`src/rtl/sha256_stream_core.sv`:
```
// SHA-256/224 compression core fed one 32-bit message word per handshake.
// ROUNDS_PER_CYCLE chained rounds run per HASH cycle; first/last flags frame messages.
module sha256_stream_core #(
  parameter int ROUNDS_PER_CYCLE = 1
) (
  input  logic         clk,
  input  logic         rst_n,
  input  logic         mode_i,
  input  logic [31:0]  word_i,
  input  logic         word_valid_i,
  output logic         word_ready_o,
  input  logic         first_i,
  input  logic         last_i,
  input  logic         abort_i,
  output logic         busy_o,
  output logic [255:0] digest_o,
  output logic         digest_valid_o
);

  localparam int R = ROUNDS_PER_CYCLE;
  localparam logic [5:0] LAST_RCNT = 6'(64 - R);
  localparam logic [255:0] IV256 =
    256'h6a09e667_bb67ae85_3c6ef372_a54ff53a_510e527f_9b05688c_1f83d9ab_5be0cd19;
  localparam logic [255:0] IV224 =
    256'hc1059ed8_367cd507_3070dd17_f70e5939_ffc00b31_68581511_64f98fa7_befa4fa4;

  localparam logic [31:0] K [64] = '{
    32'h428a2f98, 32'h71374491, 32'hb5c0fbcf, 32'he9b5dba5, 32'h3956c25b, 32'h59f111f1, 32'h923f82a4, 32'hab1c5ed5,
    32'hd807aa98, 32'h12835b01, 32'h243185be, 32'h550c7dc3, 32'h72be5d74, 32'h80deb1fe, 32'h9bdc06a7, 32'hc19bf174,
    32'he49b69c1, 32'hefbe4786, 32'h0fc19dc6, 32'h240ca1cc, 32'h2de92c6f, 32'h4a7484aa, 32'h5cb0a9dc, 32'h76f988da,
    32'h983e5152, 32'ha831c66d, 32'hb00327c8, 32'hbf597fc7, 32'hc6e00bf3, 32'hd5a79147, 32'h06ca6351, 32'h14292967,
    32'h27b70a85, 32'h2e1b2138, 32'h4d2c6dfc, 32'h53380d13, 32'h650a7354, 32'h766a0abb, 32'h81c2c92e, 32'h92722c85,
    32'ha2bfe8a1, 32'ha81a664b, 32'hc24b8b70, 32'hc76c51a3, 32'hd192e819, 32'hd6990624, 32'hf40e3585, 32'h106aa070,
    32'h19a4c116, 32'h1e376c08, 32'h2748774c, 32'h34b0bcb5, 32'h391c0cb3, 32'h4ed8aa4a, 32'h5b9cca4f, 32'h682e6ff3,
    32'h748f82ee, 32'h78a5636f, 32'h84c87814, 32'h8cc70208, 32'h90befffa, 32'ha4506ceb, 32'hbef9a3f7, 32'hc67178f2
  };

  typedef enum logic [1:0] {S_LOAD, S_HASH, S_UPDATE} state_t;

  function automatic logic [31:0] ror(input logic [31:0] x, input int n);
    return (x >> n) | (x << (32 - n));
  endfunction

  function automatic logic [31:0] big_sigma0(input logic [31:0] x);
    return ror(x, 2) ^ ror(x, 13) ^ ror(x, 22);
  endfunction

  function automatic logic [31:0] big_sigma1(input logic [31:0] x);
    return ror(x, 6) ^ ror(x, 11) ^ ror(x, 25);
  endfunction

  function automatic logic [31:0] small_sigma0(input logic [31:0] x);
    return ror(x, 7) ^ ror(x, 18) ^ (x >> 3);
  endfunction

  function automatic logic [31:0] small_sigma1(input logic [31:0] x);
    return ror(x, 17) ^ ror(x, 19) ^ (x >> 10);
  endfunction

  // Window plus R freshly extended schedule words; entry 0 is the oldest.
  function automatic logic [15+R:0][31:0] expand(input logic [15:0][31:0] win);
    logic [15+R:0][31:0] e;
    for (int j = 0; j < 16; j++) e[j] = win[j];
    for (int i = 0; i < R; i++)
      e[16+i] = small_sigma1(e[14+i]) + e[9+i] + small_sigma0(e[1+i]) + e[i];
    return e;
  endfunction

  function automatic logic [255:0] sha_round(input logic [255:0] v, input logic [31:0] k,
                                             input logic [31:0] w);
    logic [31:0] a, b, c, d, e, f, g, h, t1, t2;
    {a, b, c, d, e, f, g, h} = v;
    t1 = h + big_sigma1(e) + ((e & f) ^ (~e & g)) + k + w;
    t2 = big_sigma0(a) + ((a & b) ^ (a & c) ^ (b & c));
    return {t1 + t2, a, b, c, d + t1, e, f, g};
  endfunction

  function automatic logic [255:0] run_rounds(input logic [255:0] v, input logic [15+R:0][31:0] e,
                                              input logic [5:0] rc);
    logic [255:0] x;
    x = v;
    for (int i = 0; i < R; i++) x = sha_round(x, K[rc + 6'(i)], e[i]);
    return x;
  endfunction

  function automatic logic [255:0] add_words(input logic [255:0] x, input logic [255:0] y);
    logic [255:0] s;
    for (int i = 0; i < 8; i++) s[32*i +: 32] = x[32*i +: 32] + y[32*i +: 32];
    return s;
  endfunction

  state_t              state_q;
  logic [3:0]          wcnt_q;
  logic [5:0]          rcnt_q;
  logic [255:0]        h_q;
  logic                mode_q;
  logic                last_q;
  logic [255:0]        digest_q;
  logic                digest_valid_q;
  logic [15:0][31:0]   w_q;
  logic [255:0]        v_q;
  logic [15+R:0][31:0] ext;
  logic [255:0]        v_next;
  logic [255:0]        h_new;

  assign ext    = expand(w_q);
  assign v_next = run_rounds(v_q, ext, rcnt_q);
  assign h_new  = add_words(h_q, v_q);

  assign word_ready_o   = (state_q == S_LOAD);
  assign busy_o         = (state_q != S_LOAD);
  assign digest_o       = digest_q;
  assign digest_valid_o = digest_valid_q;

  always_ff @(posedge clk) begin
    if (!rst_n) begin
      state_q        <= S_LOAD;
      wcnt_q         <= '0;
      rcnt_q         <= '0;
      h_q            <= IV256;
      mode_q         <= 1'b0;
      last_q         <= 1'b0;
      digest_q       <= '0;
      digest_valid_q <= 1'b0;
    end else if (abort_i) begin
      // Abort outranks a word handshake in the same cycle; that word is dropped.
      state_q        <= S_LOAD;
      wcnt_q         <= '0;
      rcnt_q         <= '0;
      h_q            <= IV256;
      mode_q         <= 1'b0;
      last_q         <= 1'b0;
      digest_q       <= '0;
      digest_valid_q <= 1'b0;
    end else begin
      unique case (state_q)
        S_LOAD: begin
          if (word_valid_i) begin
            wcnt_q <= wcnt_q + 4'd1;
            if (wcnt_q == 4'd0 && first_i) begin
              h_q            <= mode_i ? IV224 : IV256;
              mode_q         <= mode_i;
              digest_valid_q <= 1'b0;
            end
            if (wcnt_q == 4'd15) begin
              last_q  <= last_i;
              rcnt_q  <= '0;
              state_q <= S_HASH;
            end
          end
        end
        S_HASH: begin
          rcnt_q <= rcnt_q + 6'(R);
          if (rcnt_q == LAST_RCNT) state_q <= S_UPDATE;
        end
        S_UPDATE: begin
          h_q <= h_new;
          if (last_q) begin
            digest_q       <= mode_q ? {h_new[255:32], 32'h0} : h_new;
            digest_valid_q <= 1'b1;
          end
          wcnt_q  <= '0;
          state_q <= S_LOAD;
        end
        default: state_q <= S_LOAD;
      endcase
    end
  end

  // Datapath registers: message window and working variables a..h.
  always_ff @(posedge clk) begin
    if (state_q == S_LOAD && word_valid_i) begin
      w_q <= {word_i, w_q[15:1]};
      if (wcnt_q == 4'd15) v_q <= h_q;
    end else if (state_q == S_HASH) begin
      w_q <= ext[15+R:R];
      v_q <= v_next;
    end
  end

endmodule

```
`config.mk`:
```
export PLATFORM = sky130hd
export DESIGN_NAME = sha256_stream_core
export DESIGN_NICKNAME = d
export VERILOG_FILES = /design/src/rtl/sha256_stream_core.sv
export SDC_FILE = /design/constraint.sdc
export NUM_CORES = 2
export LEC_CHECK = 0
export CAP_MARGIN = 20
export CORE_AREA = 8 8 413 415
export CTS_BUF_LIST = sky130_fd_sc_hd__clkbuf_8
export DETAILED_ROUTE_END_ITERATION = 8
export DIE_AREA = 0 0 421 423
export HOLD_SLACK_MARGIN = 0.06
export PLACE_DENSITY = 0.72
export SYNTH_ARGS = -nofsm -noshare
export SYNTH_HDL_FRONTEND = slang
export SYNTH_SLANG_ARGS = --single-unit
```
`constraint.sdc`:
```
create_clock -name clk -period 128.1 [get_ports clk]
set_input_delay 19.215 -clock clk [delete_from_list [all_inputs] [get_ports clk]]
set_output_delay 19.215 -clock clk [all_outputs]
set_load 0.05 [all_outputs]
```
==> results.md <==
* Final critical-path share of the clock period at 18.0%
* Top-area cell type share of the netlist area at 31.4%
* Die W at 421 um
* Cell count after synthesis at 7,627
* Lkg Pwr at 32.6 nW
* Syn-to-layout area delta at 12.9%
* Logic pwr share at 30.4%
* Int Pwr at 829 uW
* Initial antenna violation count at 8
* Largest net degree at the start of global routing at 198
* Total gr overflow at 0
* Final min period at 23.02 ns
* Largest cells by area after synthesis: edfxtp_1, dfxtp_1, ha_1
* Count leader, synth: nand2_1
* Routed wire length at 253,000 um
* Status: finished clean
* Register-to-register setup slack at 116.65 ns
* Synth Area per Inst at 9.63 um^2
* Worst min-delay path category: reg -> reg
* Power Total at 1.26 mW
* Final Hold Violating Endpoints at 0
* Class of the most critical setup path: in -> reg
* Layout cells sized above 1 at 5.73%
* Crit Path Max Fanout at 78
* Reg-to-reg endpoint: v_q[255]$_DFFE_PP_
* Clk root buf: clkbuf_8
* CTS tree: yes
* CORE AREA at 164,000 um^2
* RSZ-0062 raised after global routing: no
* Setup tns final at 0 ns
* Worst slew margin at 10.2%
* Pre-antenna DRT Iters at 8
* Number of H-tree levels at 4
* Clk_skew at 0.0800 ns
* Number of filler cells placed in the layout at 14,812
* Die Y at 423 um
* Via count at 59,835
* GP Congestion at 1.01
* Max clock buf depth at 3
* CTS Buf Count at 213
* GRT Util Overall at 27.3%
* Switching power at 429 uW
* Worst slew pin tran at 1.33 ns
* Post-CTS sizing at 0
* Fmax at 43.4 MHz
* #FFs+latches synth at 1,295
* Worst vdd ir at 0.0148 mV
* NumNets Final at 8,430
* Most used DFF post-synth: edfxtp_1
* Synth area leader: edfxtp_1
* Starting Density at 44.8%
* Sw Ratio at 34.1%
* Synth warn at 0
* Finish-stage setup viols at 0
* Crit start category: primary input
* EDFF count, synth at 768
* Vias in the first global route at 57,666
* HPWL after DPL at 186,000 um
* Clock share of power at 30.8%
* # hold bufs at CTS at 0
* Mapped Area at 73,400 um^2
* I/O pins at 298
* Clock transition at path regs at 0.06 ns
* Async set or reset register ratio after synthesis at 0%
* Syn Nets at 8,253
* Reg2reg path depth at 39
* Final ANT Viol Nets at 0
* Reg-to-reg startpoint: rcnt_q[0]$_SDFFE_PP0P_
* Max-slew violations at 0
* Synth cell count leaders: nand2_1, edfxtp_1, a21oi_1, dfxtp_1, nor2_1
* Min-delay src: ext[379]$_DFFE_PP_
* Sequential cell area fraction in the yosys report at 45.8%
* Buffers added on ports at 297
* Pwr/cell area at 15.2 nW/um^2
* WP data arrival at 23.64 ns
* Hold slack at 0.368 ns
* Die area at 178,000 um^2
* Critical path capture point type: register
* Global-route wire length before repair at 371,000 um
* Placed insts at 9,777
* Cell variety after synth at 89
* Num Clock Sinks at 1,295
* Postcts setup bufs at 0
* DR iter-0 viols at 6,462
* Max-Cap Viols at 0
* Clk Latency, worst-skew pair at 1.03 ns
* Hold Path End: ext[347]$_DFFE_PP_
* DRC viols at 0
* Via-to-Cell Ratio at 5.88
* Critical path required time at 128.71 ns
* Hold depth at 0
* Routed WL per cell at 24.9 um
* Final Non-Filler Cells at 10,181
* Reg power frac at 38.8%
* Cell Rows at 149
state kept, by name, summed over array words and instances (netlist names):
name / count
mode_q: 1
last_q: 1
rcnt_q: 6
v_q: 256
state_q: 2
digest_valid_o: 1
h_q: 256
wcnt_q: 4
ext: 512
digest_o: 256
metrics by stage:
| stage | cell area [um^2] | utilization, % | worst slack [ns] |
|---|---|---|---|
| 6_report | 82900 | 50.6 | 105.08 |
| 5_1_grt | 82900 | 50.6 | 104.88 |
| 4_1_cts | 82900 | 50.6 | 105.04 |
| 3_5_place_dp | 78300 | 47.8 | 103.98 |
| 3_3_place_gp | 78300 | 47.8 | 103.79 |
| 2_1_floorplan | 73400 | - | 74.35 |
layout by cell type (no fill, tap or decap), types with 63 or more instances in the layout:
master	synthesis	routed
dfxtp_1	527	524
a21oi_1	657	657
o21ai_0	406	406
nand3_1	156	156
ha_1	392	392
nor3_1	162	161
clkdlybuf4s50_1	0	297
clkbuf_8	0	250
nor2_1	512	509
a21o_1	205	205
edfxtp_1	768	768
xnor2_1	355	355
a211oi_1	158	158
fa_1	195	195
o21a_1	73	73
buf_4	0	63
inv_1	434	496
xor2_1	227	227
nand2_1	1192	1190
critical path, cell delays in order:
cell,delay [ns]
clkdlybuf4s50_1,0.66
nor2_1,0.12
nor2_4,0.08
buf_4,0.70
o21ai_0,0.55
inv_8,0.51
buf_4,0.72
buf_4,0.85
power groups by stage:
stage | Combinational (mW) | Sequential (mW) | Clock, mW
after floorplan | 0.271 | 0.494 | 0
after global placement | 0.368 | 0.496 | 0
after detailed placement | 0.371 | 0.497 | 0
after CTS | 0.376 | 0.488 | 0.395
after global routing | 0.419 | 0.490 | 0.412
final | 0.382 | 0.489 | 0.388
cell families after synthesis:
family / Yosys count / share of synthesized area, %
AND/OR/NAND/NOR: 2315 / 13.5
AO/OA/AOI/OAI: 1954 / 16.6
flip-flops: 1295 / 45.8
buffers and inverters: 841 / 4.30
adder cells (fa/ha/maj): 590 / 12.0
XOR/XNOR: 584 / 7.00
multiplexers: 48 / 0.758
worst max-delay path by stage:
stage	start	endpoint	slack, ns
floorplan	word_valid_i	rcnt_q[5]$_SDFFE_PP0P_	74.35
global placement	word_valid_i	v_q[47]$_DFFE_PP_	103.79
detailed placement	word_valid_i	v_q[47]$_DFFE_PP_	103.98
CTS	word_valid_i	v_q[55]$_DFFE_PP_	105.04
global route	word_valid_i	v_q[55]$_DFFE_PP_	104.88
finish	word_valid_i	v_q[55]$_DFFE_PP_	105.08
routing by layer:
layer	routed length (um)	global-route usage [%]	vias up
li1	-	-	27189
met1	101000	35.2	29046
met2	112000	42.2	2911
met3	22400	5.87	687
met4	17800	16.2	2
met5	18	0	-
final cells by class:
| type | count | area [um^2] | area share, % |
|---|---|---|---|
| multi-input combinational | 5491 | 36700 | 44.3 |
| inverter | 436 | 1640 | 1.98 |
| tap | 2189 | 2740 | 3.30 |
| antenna | 5 | 12.5 | 0.0151 |
| clock buffer | 250 | 3440 | 4.15 |
| timing repair buffer | 367 | 3580 | 4.32 |
| sequential | 1295 | 33600 | 40.5 |
| clock inverter | 148 | 1150 | 1.39 |
(Power assumes the default switching activity.)
